--- config.mk ---
export PLATFORM = sky130hd
export DESIGN_NAME = unary_stream_encoder
export DESIGN_NICKNAME = d
export VERILOG_FILES = /design/src/rtl/unary_stream_encoder.sv
export SDC_FILE = /design/constraint.sdc
export NUM_CORES = 1
export LEC_CHECK = 0
export ABC_CLOCK_PERIOD_IN_PS = 6950
export BUFFER_PORTS_ARGS = -buffer_cell sky130_fd_sc_hd__buf_2
export CORE_ASPECT_RATIO = 0.9
export CORE_MARGIN = 2
export CORE_UTILIZATION = 45
export CTS_BUF_LIST = sky130_fd_sc_hd__clkbuf_2
export DETAILED_ROUTE_END_ITERATION = 8
export GPL_TIMING_DRIVEN = 0
export PLACE_DENSITY = 0.65
export SLEW_MARGIN = 20
export SYNTH_ARGS = -nofsm -noshare
export SYNTH_HDL_FRONTEND = slang
export SYNTH_SLANG_ARGS = --single-unit
--- constraint.sdc ---
create_clock -name clk -period 6.95 [get_ports clk]
set_clock_uncertainty 0.2 [all_clocks]
set_input_delay 1.39 -clock clk [delete_from_list [all_inputs] [get_ports clk]]
set_output_delay 1.39 -clock clk [all_outputs]
set_load 0.005 [all_outputs]
--- src/rtl/unary_stream_encoder.sv ---
// Binary-to-unary stream transmitter: accepts a count over valid/ready and emits
// INPUT_WIDTH strobed bits, rate-coded by default. Optional macro UNARY_ENC_MODE_SEL_EN adds a thermometer mode.
module unary_stream_encoder #(
  parameter int INPUT_WIDTH = 32,
  parameter int COUNT_WIDTH = $clog2(INPUT_WIDTH + 1)
) (
  input  logic                   clk,
  input  logic                   reset,
  input  logic [COUNT_WIDTH-1:0] in_value,
  input  logic                   in_valid,
  output logic                   in_ready,
  input  logic                   enable,
`ifdef UNARY_ENC_MODE_SEL_EN
  input  logic                   mode,
`endif
  output logic                   bit_out,
  output logic                   bit_ready,
  output logic                   busy,
  output logic                   done
);

  typedef enum logic {IDLE, STREAM} state_t;

  localparam logic [COUNT_WIDTH-1:0] LEN_C  = COUNT_WIDTH'(INPUT_WIDTH);
  localparam logic [COUNT_WIDTH-1:0] LAST_C = COUNT_WIDTH'(INPUT_WIDTH - 1);
  localparam logic [COUNT_WIDTH:0]   LEN_A  = (COUNT_WIDTH + 1)'(INPUT_WIDTH);

  state_t                 state, state_n;
  logic [COUNT_WIDTH:0]   acc, acc_n;
  logic [COUNT_WIDTH-1:0] cnt, cnt_n;
  logic [COUNT_WIDTH-1:0] val, val_n;
  logic                   mode_q, mode_n;
  logic                   bit_n, rdy_n, done_n;

  logic [COUNT_WIDTH-1:0] sat_value;
  logic [COUNT_WIDTH:0]   sum;
  logic                   last_bit;
  logic                   mode_in;

`ifdef UNARY_ENC_MODE_SEL_EN
  assign mode_in = mode;
`else
  assign mode_in = 1'b0;
`endif

  assign sat_value = (in_value > LEN_C) ? LEN_C : in_value;
  assign sum       = acc + {1'b0, val};
  assign last_bit  = (state == STREAM) && enable && (cnt == LAST_C);
  // The final-bit cycle doubles as an accept slot so streams can run back to back.
  assign in_ready  = (state == IDLE) || last_bit;
  assign busy      = (state == STREAM) || done;

  // NOTE: every output of this block gets a default first, so no path leaves a value unassigned and no latch is inferred.
  always_comb begin
    state_n = state;
    acc_n   = acc;
    cnt_n   = cnt;
    val_n   = val;
    mode_n  = mode_q;
    bit_n   = 1'b0;
    rdy_n   = 1'b0;
    done_n  = 1'b0;
    case (state)
      IDLE: begin
        if (in_valid) begin
          val_n   = sat_value;
          mode_n  = mode_in;
          acc_n   = '0;
          cnt_n   = '0;
          state_n = STREAM;
        end
      end
      STREAM: begin
        if (enable) begin
          rdy_n = 1'b1;
          cnt_n = cnt + COUNT_WIDTH'(1);
          if (sum >= LEN_A) acc_n = sum - LEN_A;
          else              acc_n = sum;
          bit_n = mode_q ? (cnt < val) : (sum >= LEN_A);
          if (last_bit) begin
            done_n = 1'b1;
            if (in_valid) begin
              val_n  = sat_value;
              mode_n = mode_in;
              acc_n  = '0;
              cnt_n  = '0;
            end else begin
              state_n = IDLE;
            end
          end
        end
      end
      default: state_n = IDLE;
    endcase
  end

  // NOTE: state registers use non-blocking assignments so every flop samples pre-edge values.
  always_ff @(posedge clk or negedge reset) begin
    if (!reset) begin
      state     <= IDLE;
      acc       <= '0;
      cnt       <= '0;
      val       <= '0;
      mode_q    <= 1'b0;
      bit_out   <= 1'b0;
      bit_ready <= 1'b0;
      done      <= 1'b0;
    end else begin
      state     <= state_n;
      acc       <= acc_n;
      cnt       <= cnt_n;
      val       <= val_n;
      mode_q    <= mode_n;
      bit_out   <= bit_n;
      bit_ready <= rdy_n;
      done      <= done_n;
    end
  end

endmodule
# Yosys cells after proc, flatten, opt, wreduce, memory -nomap -nowiden
# Cells that the tools add are included.
classes:
  n_lt_le_gt_ge: 3
  n_mux: 32
  n_addsub: 3
  n_eq_ne: 4
  bitwise_logic: 1
  reduce_logical: 6
op_table:
  columns: ["cell", "count"]
  rows:
  - ["$mux 6", 8]
  - ["$mux 7", 5]
  - ["$pmux 6 s2", 2]
  - ["$mux 1", 14]
  - ["$pmux 7 s2", 1]
  - ["$add 7x6->7", 1]
  - ["$ge 7x6->1 const B", 1]
  - ["$sub 7x6->7 const B", 1]
  - ["$add 6x1->6 const B", 1]
  - ["$eq 6x5->1 const B", 1]
  - ["$gt 6x6->1 const B", 1]
  - ["$lt 6x6->1", 1]
  - ["$ne 2x2->1 const B", 2]
  - ["$pmux 1 s2", 2]
  - ["$reduce_and 2->1", 2]
  - ["$logic_and 1x1->1", 2]
  - ["$logic_or 1x1->1", 2]
  - ["$ne 2x1->1 const B", 1]
  - ["$not 1->1", 1]
totals:
  output_inout_bits: 5
  register_bits: 24
  in_bits: 10
  wordCells: 57

# Longest topological paths before layout
# Gate-level depths: netlist of run 1.
depth:
  word_depth: 7
  ltp_mapped: 11
  ltp_nobuf: 11

# Worst setup path before layout of run 1
# Ideal clock, no wire load.
synth_timing:
  path_kind: "in2out"
  from: "in enable"
  to: "out in_ready"
  arrival_time_ns: 1.964
  required_time_ns: 5.360
  path_buffers: 0
  setup_slack_ns: 3.396
  cell_stages: 4
  path_cell_list: "nand2_1 > inv_1 > nand2_1 > o21ai_0"
synth_via:
  elab_chain_len: 3
synth_lines:
  columns: ["element", "line", "rtl"]
  rows:
  - ["start: declaration", "12", "input logic enable,"]
  - ["$logic_and 1x1->1 (2 in series)", "48", "assign last_bit = (state == STREAM) && enable && (cnt == LAST_C);"]
  - ["$logic_or 1x1->1", "50", "assign in_ready = (state == IDLE) || last_bit;"]
  - ["end: declaration", "11", "output logic in_ready,"]
# No other way between the ends.

# Final worst setup path of run 1
# Same ends and word-level chain as after synthesis.

==> impl_metrics.yaml, run 1 <==
clocking:
  clockBufferDepth: 2
  cts_hold_buf: 0
  cts.repair.resized: 0
  path_clk_slew_ps: 220
  cts.htree.levels: 1
  clk_latency_ps: 340
  cts.sinks: 23
  root_buffer: "clkbuf_2"
  post_cts_buffers: 0
  cts_tree: "done"
  cts_buffers: 3
sta:
  fin_crit_ps: 3920
  worstMarginPinSlew_ps: 966
  hold_viol_final: 0
  fin_tns_setup_ps: 0
  rsz0062_at_grt: "false"
  slew_viol_final: 0
  whs_ps: 316
  finalSetupViolCount: 0
  post-route-period-util_pct: 56.4
  slew_headroom_pct: 35.3
  max_freq_ghz: 0.255
grt:
  grt_max_degree: 24
  antenna_found_initial: 0
  grt_usage_pct: 15.8
  grt_overflow: 0
  grt_pass1_vias: 840
  grt_first_pass_wirelength_um: 3910
pwr:
  vdd_drop_max_mv: 0.162
  power.share.combinational_pct: 48.4
  p_per_area_nw_per_um2: 328
  pwr-share-seq_pct: 40.2
  switching_share_pct: 39.0
  clkPwrFrac_pct: 11.4
  p_int_mw: 0.289
  p_sw_mw: 0.185
  total_leakage_power_nw: 0.683
yosys:
  seq_area_frac_synth_pct: 44.1
  ys.flop_type: "dfrtp_1"
  syn_avg_cell_area_um2: 10.9
  ys_seq_elements: 23
  ys_types: 38
  syn_area_um2: 1310
  yosysWarningCount: 0
  synth_nets: 139
  synthArstFlopShare_pct: 100
  synth-edff-count: 0
  synth_cells: 120
setup_path:
  path_class: "primary input to primary output"
  ff2ff_path_depth: 11
  end_kind: "primary output"
  timing.rr.start: "acc[0]$_DFFE_PN0P_"
  cp_data_required_time_ps: 5360
  r2r-end: "acc[6]$_DFFE_PN0P_"
  cp.arrival_ps: 2330
  startpoint: "enable"
  cp-endpoint: "in_ready"
  r2r_setup_slack_ps: 4010
  crit_path_start_kind: "primary input"
  cp_max_fo: 6
  critPathTopFamily: "buffers and inverters"
  cp.depth: 6
  path_cells: "buf_2 -> nand2_1 -> inv_1 -> nand2_1 -> o21ai_0 -> buf_2"
  slowest_delay_ps: 290
  slowest_stage: "o21ai_0"
  path_buf_inv: 3
detailed_routing:
  totalWireLength_um: 2480
  wl_per_cell_um: 13.9
  vias: 984
  final_antenna_net_count: 0
  first_iter_violations: 51
  drt-pass1-iter-count: 4
  drc: 0
  viasPerCell: 5.53
floorplan:
  core-area_um2: 2750
  die_y_um: 55.1
  num_rows: 18
  pin_count: 15
  initial_core_util_pct: 47.5
  fp.dieW_um: 60.8
  dieArea_um2: 3350
finish:
  nets: 158
  diodes: 0
  fillerInstances: 278
  final_cells: 178
  design_area_um2: 1450
  layout-drive-gt1-share_pct: 22.5
  syn2layout_area_growth_pct: 10.7
hold_path:
  hold_class: "flip-flop to flip-flop"
placed_design:
  io_buffers: 14
  gp_congestion: 0.755
  dpl_cell_area_um2: 1430
  dpl.hpwl_um: 1870
  dp_cells: 174
outcome:
  run_status: "finished, final reports clean"
run:
  maxCapViolations: 0
==> layout make-up <==
cell class	instances	area (um2)	area share, %
multi-input combinational	90	703	48.7
sequential	23	576	39.8
timing repair buffer	14	70.1	4.85
tap	40	50.0	3.46
inverter	6	22.5	1.56
clock buffer	3	15.0	1.04
clock inverter	1	5.00	0.346
buffer	1	3.75	0.260
==> worst reg2reg max path, cell delays in order, from the launching register on <==
cell	delay, ps
dfrtp_1	430
ha_1	230
fa_1	410
a211oi_1	360
o21ai_0	190
nand3_1	160
inv_1	60
ha_1	300
nor2_1	50
a22o_1	200
a31oi_1	180
o31ai_2	90
==> per-stage QoR <==
step	total power [mW]	util, %	worst slack, ps
floorplan	0.373	-	3400
global placement	0.412	51.9	3030
detailed placement	0.423	51.9	3030
CTS	0.478	52.6	3020
global route	0.512	52.6	2870
finish	0.474	52.6	3030
==> power groups by stage <==
| stage | sequential (mW) | clock [mW] | combinational (mW) |
|---|---|---|---|
| 2_1_floorplan | 0.187 | 0 | 0.186 |
| 3_3_place_gp | 0.192 | 0 | 0.220 |
| 3_5_place_dp | 0.193 | 0 | 0.230 |
| 4_1_cts | 0.191 | 0.0571 | 0.230 |
| 5_1_grt | 0.196 | 0.0616 | 0.254 |
| 6_report | 0.191 | 0.0540 | 0.229 |
==> flip-flops by register name, indices dropped and copies added, names as in the netlist <==
signal	count
val	6
done	1
cnt	6
acc	7
bit_ready	1
bit_out	1
state	1
==> worst min path at each step <==
stage                        from                  to  slack (ps)  cells after the start
4_1_cts        cnt[3]$_DFFE_PN0P_  cnt[3]$_DFFE_PN0P_         320                      1
6_report       cnt[3]$_DFFE_PN0P_  cnt[3]$_DFFE_PN0P_         320                      1
2_1_floorplan  cnt[2]$_DFFE_PN0P_  cnt[2]$_DFFE_PN0P_         260                      1
3_5_place_dp   cnt[3]$_DFFE_PN0P_  cnt[3]$_DFFE_PN0P_         300                      1
5_1_grt        cnt[2]$_DFFE_PN0P_  cnt[2]$_DFFE_PN0P_         360                      1
3_3_place_gp   cnt[2]$_DFFE_PN0P_  cnt[2]$_DFFE_PN0P_         280                      1
==> synthesized netlist by cell type (2+ instances only) <==
cell type / number / area share [%]
ha_1: 8 / 7.7
xor2_1: 2 / 1.3
a31oi_1: 2 / 0.96
a22o_1: 7 / 4.7
inv_1: 6 / 1.7
nor2b_1: 8 / 3.8
nor3b_1: 3 / 1.7
and3_1: 2 / 0.96
dfrtp_1: 23 / 44
nand2_1: 7 / 2.0
mux2_2: 6 / 5.2
xnor2_1: 2 / 1.3
nor2_1: 5 / 1.4
nand2b_1: 2 / 0.96
nand3_1: 3 / 1.2
o21ai_0: 12 / 4.6
==> per-layer routing <==
metal / routed length [um] / GRT usage (%)
met1: 1120 / 21.4
met2: 1240 / 26.3
met3: 116 / 4.19
met4: 0 / 2.17
met5: 0 / 0
==> cells in the final DEF, fill, tap and decap left out, types with 2 or more instances in the layout <==
master	count
xnor2_1	2
buf_2	14
clkbuf_2	3
nand2b_1	2
ha_1	8
dfrtp_1	23
xor2_1	2
o21ai_0	12
nand2_1	7
a31oi_1	2
nor3b_1	3
inv_1	6
nor2b_1	8
mux2_2	6
and3_1	2
a22o_1	7
nor2_1	5
nand3_1	3
==> logic make-up after synthesis <==
group           after synthesis  share of synthesized area, %
compound gates               34                          20.1
mux                           6                          5.18
flops                        23                          44.1
xor+xnor                      4                          2.69
buf+inv                       7                          2.01
simple gates                 37                          16.7
fa+ha+maj                     9                          9.20
Note: power is estimated with default switching activity, not from simulation.
==> run 2, diff against run 1 <==
- ABC_CLOCK_PERIOD_IN_PS: 6950 -> 3500
- PLACE_DENSITY: 0.65 -> 0.68
- clock period: 6.95 -> 3.5 ns (I/O delays scaled with it)
==> run 2 against run 1 <==
Effect of this change: combinational power increased by 97%; first-iteration DRC count fell by 22%; flip-flop and latch count is the same; routed wire length increased by 1.1%; largest cell class unchanged.
==> impl_metrics.yaml, run 2 (same netlist as run 1, synthesis figures left out) <==
sta:
  worstMarginPinSlew_ps: 935
  post-route-period-util_pct: 84.8
  finalSetupViolCount: 0
  max_freq_ghz: 0.337
  whs_ps: 59.7
  fin_tns_setup_ps: 0
  hold_viol_final: 0
  fin_crit_ps: 2970
  slew_viol_final: 0
  slew_headroom_pct: 37.4
  rsz0062_at_grt: "false"
setup_path:
  ff2ff_path_depth: 11
  crit_path_start_kind: "flip-flop"
  timing.rr.start: "acc[0]$_DFFE_PN0P_"
  slowest_stage: "dfrtp_1"
  cp_max_fo: 3
  r2r-end: "acc[6]$_DFFE_PN0P_"
  slowest_delay_ps: 450
  path_class: "flip-flop to flip-flop"
  end_kind: "flip-flop"
  r2r_setup_slack_ps: 530
  critPathMostFrequentCell: "ha_1"
  cp_data_required_time_ps: 3540
  cp.arrival_ps: 3010
  path_cells: "ha_1 -> fa_1 -> a211oi_1 -> o21ai_0 -> nand3_1 -> inv_1 -> ha_1 -> nor2_1 -> a22o_1 -> a31oi_1 -> o31ai_2"
grt:
  grt_pass1_vias: 929
  antenna_found_initial: 0
  grt_max_degree: 24
  grt_overflow: 0
  grt_usage_pct: 17.0
  grt_first_pass_wirelength_um: 4140
detailed_routing:
  drt-pass1-iter-count: 4
  first_iter_violations: 40
  vias: 978
  viasPerCell: 5.49
  drc: 0
  wl_per_cell_um: 14.1
  totalWireLength_um: 2510
  final_antenna_net_count: 0
run:
  maxCapViolations: 0
clocking:
  clockBufferDepth: 2
  cts_tree: "done"
  cts.sinks: 23
  path_clk_slew_ps: 240
  cts.repair.resized: 0
  root_buffer: "clkbuf_2"
  post_cts_buffers: 0
  clk_latency_ps: 360
  cts.htree.levels: 1
  cts_buffers: 3
  cts_hold_buf: 0
pwr:
  total_leakage_power_nw: 0.683
  p_per_area_nw_per_um2: 650
  vdd_drop_max_mv: 0.281
  finalPower_mw: 0.940
finish:
  multi_input_area_um2: 703
  utilization_pct: 52.6
  final_common_cell: "dfrtp_1"
  nets: 158
  fillerInstances: 264
  syn2layout_area_growth_pct: 10.7
  regMostFlops: "acc"
  regArea_um2: 576
  final_cells: 178
  layout_common_cells: "23 x dfrtp_1, 14 x buf_2, 12 x o21ai_0"
  reg_top3: "acc (7), cnt (6), val (6)"
  largest_register_ff_count: 7
  diodes: 0
  layout-drive-gt1-share_pct: 22.5
floorplan:
  pin_count: 15
  fp.dieW_um: 60.8
  initial_core_util_pct: 47.5
  dieArea_um2: 3350
  num_rows: 18
  core-area_um2: 2750
  die_y_um: 55.1
placed_design:
  io_buffers: 14
  dpl.hpwl_um: 1890
  gp_congestion: 0.765
  dp_cells: 174
outcome:
  run_status: "finished, final reports clean"
hold_path:
  hold_class: "primary input to asynchronous set/reset pin"
[run 2: cell counts in the layout (fill, tap and decap cells not counted)]
Identical to the previous run, type by type.
[run 2: worst max-delay path by stage]
stage                                  start            endpoint  cells past startpoint
after floorplan           acc[0]$_DFFE_PN0P_  acc[6]$_DFFE_PN0P_                     11
after global placement    acc[0]$_DFFE_PN0P_  acc[6]$_DFFE_PN0P_                     11
after detailed placement  acc[0]$_DFFE_PN0P_  acc[6]$_DFFE_PN0P_                     11
after CTS                 acc[0]$_DFFE_PN0P_  acc[6]$_DFFE_PN0P_                     11
after global routing      acc[0]$_DFFE_PN0P_  acc[6]$_DFFE_PN0P_                     11
final                     acc[0]$_DFFE_PN0P_  acc[6]$_DFFE_PN0P_                     11
[run 2: worst max-delay path, delay by kind of cell (launching register included)]
family | cells | cell delay (ps)
AOI/OAI and AO/OA | 5 | 1010
adders and majority gates | 3 | 940
DFF | 1 | 450
and+or+nand+nor | 2 | 190
buffers and inverters | 1 | 60
[run 2: routing by layer]
layer | GRT usage, % | up-vias | part of all wire, %
li1 | - | 481 | -
met1 | 21.3 | 475 | 47
met2 | 28.9 | 18 | 48
met3 | 4.88 | 4 | 3.9
met4 | 4.35 | 0 | 0.84
met5 | 0 | - | 0
[run 2: where the power goes]
| part | leakage, nW | total, mW | switching [mW] | internal (mW) |
|---|---|---|---|---|
| Clock | 0.0164 | 0.111 | 0.0850 | 0.0259 |
| Sequential | 0.291 | 0.379 | 0.0488 | 0.330 |
| Combinational | 0.375 | 0.450 | 0.232 | 0.219 |
| Total | 0.683 | 0.940 | 0.365 | 0.575 |
[run 2: stage by stage]
step | setup WS [ps] | cell area (um2)
finish | 531 | 1450
CTS | 532 | 1450
floorplan | 854 | 1310
global placement | 648 | 1430
global route | 344 | 1450
detailed placement | 599 | 1430
[run 2: cell type report]
| class | instances | share of cell area, % |
|---|---|---|
| Multi-Input combinational cell | 90 | 48.7 |
| Sequential cell | 23 | 39.8 |
| Buffer | 1 | 0.260 |
| Tap cell | 40 | 3.46 |
| Inverter | 6 | 1.56 |
| Clock buffer | 3 | 1.04 |
| Timing Repair Buffer | 14 | 4.85 |
| Clock inverter | 1 | 0.346 |
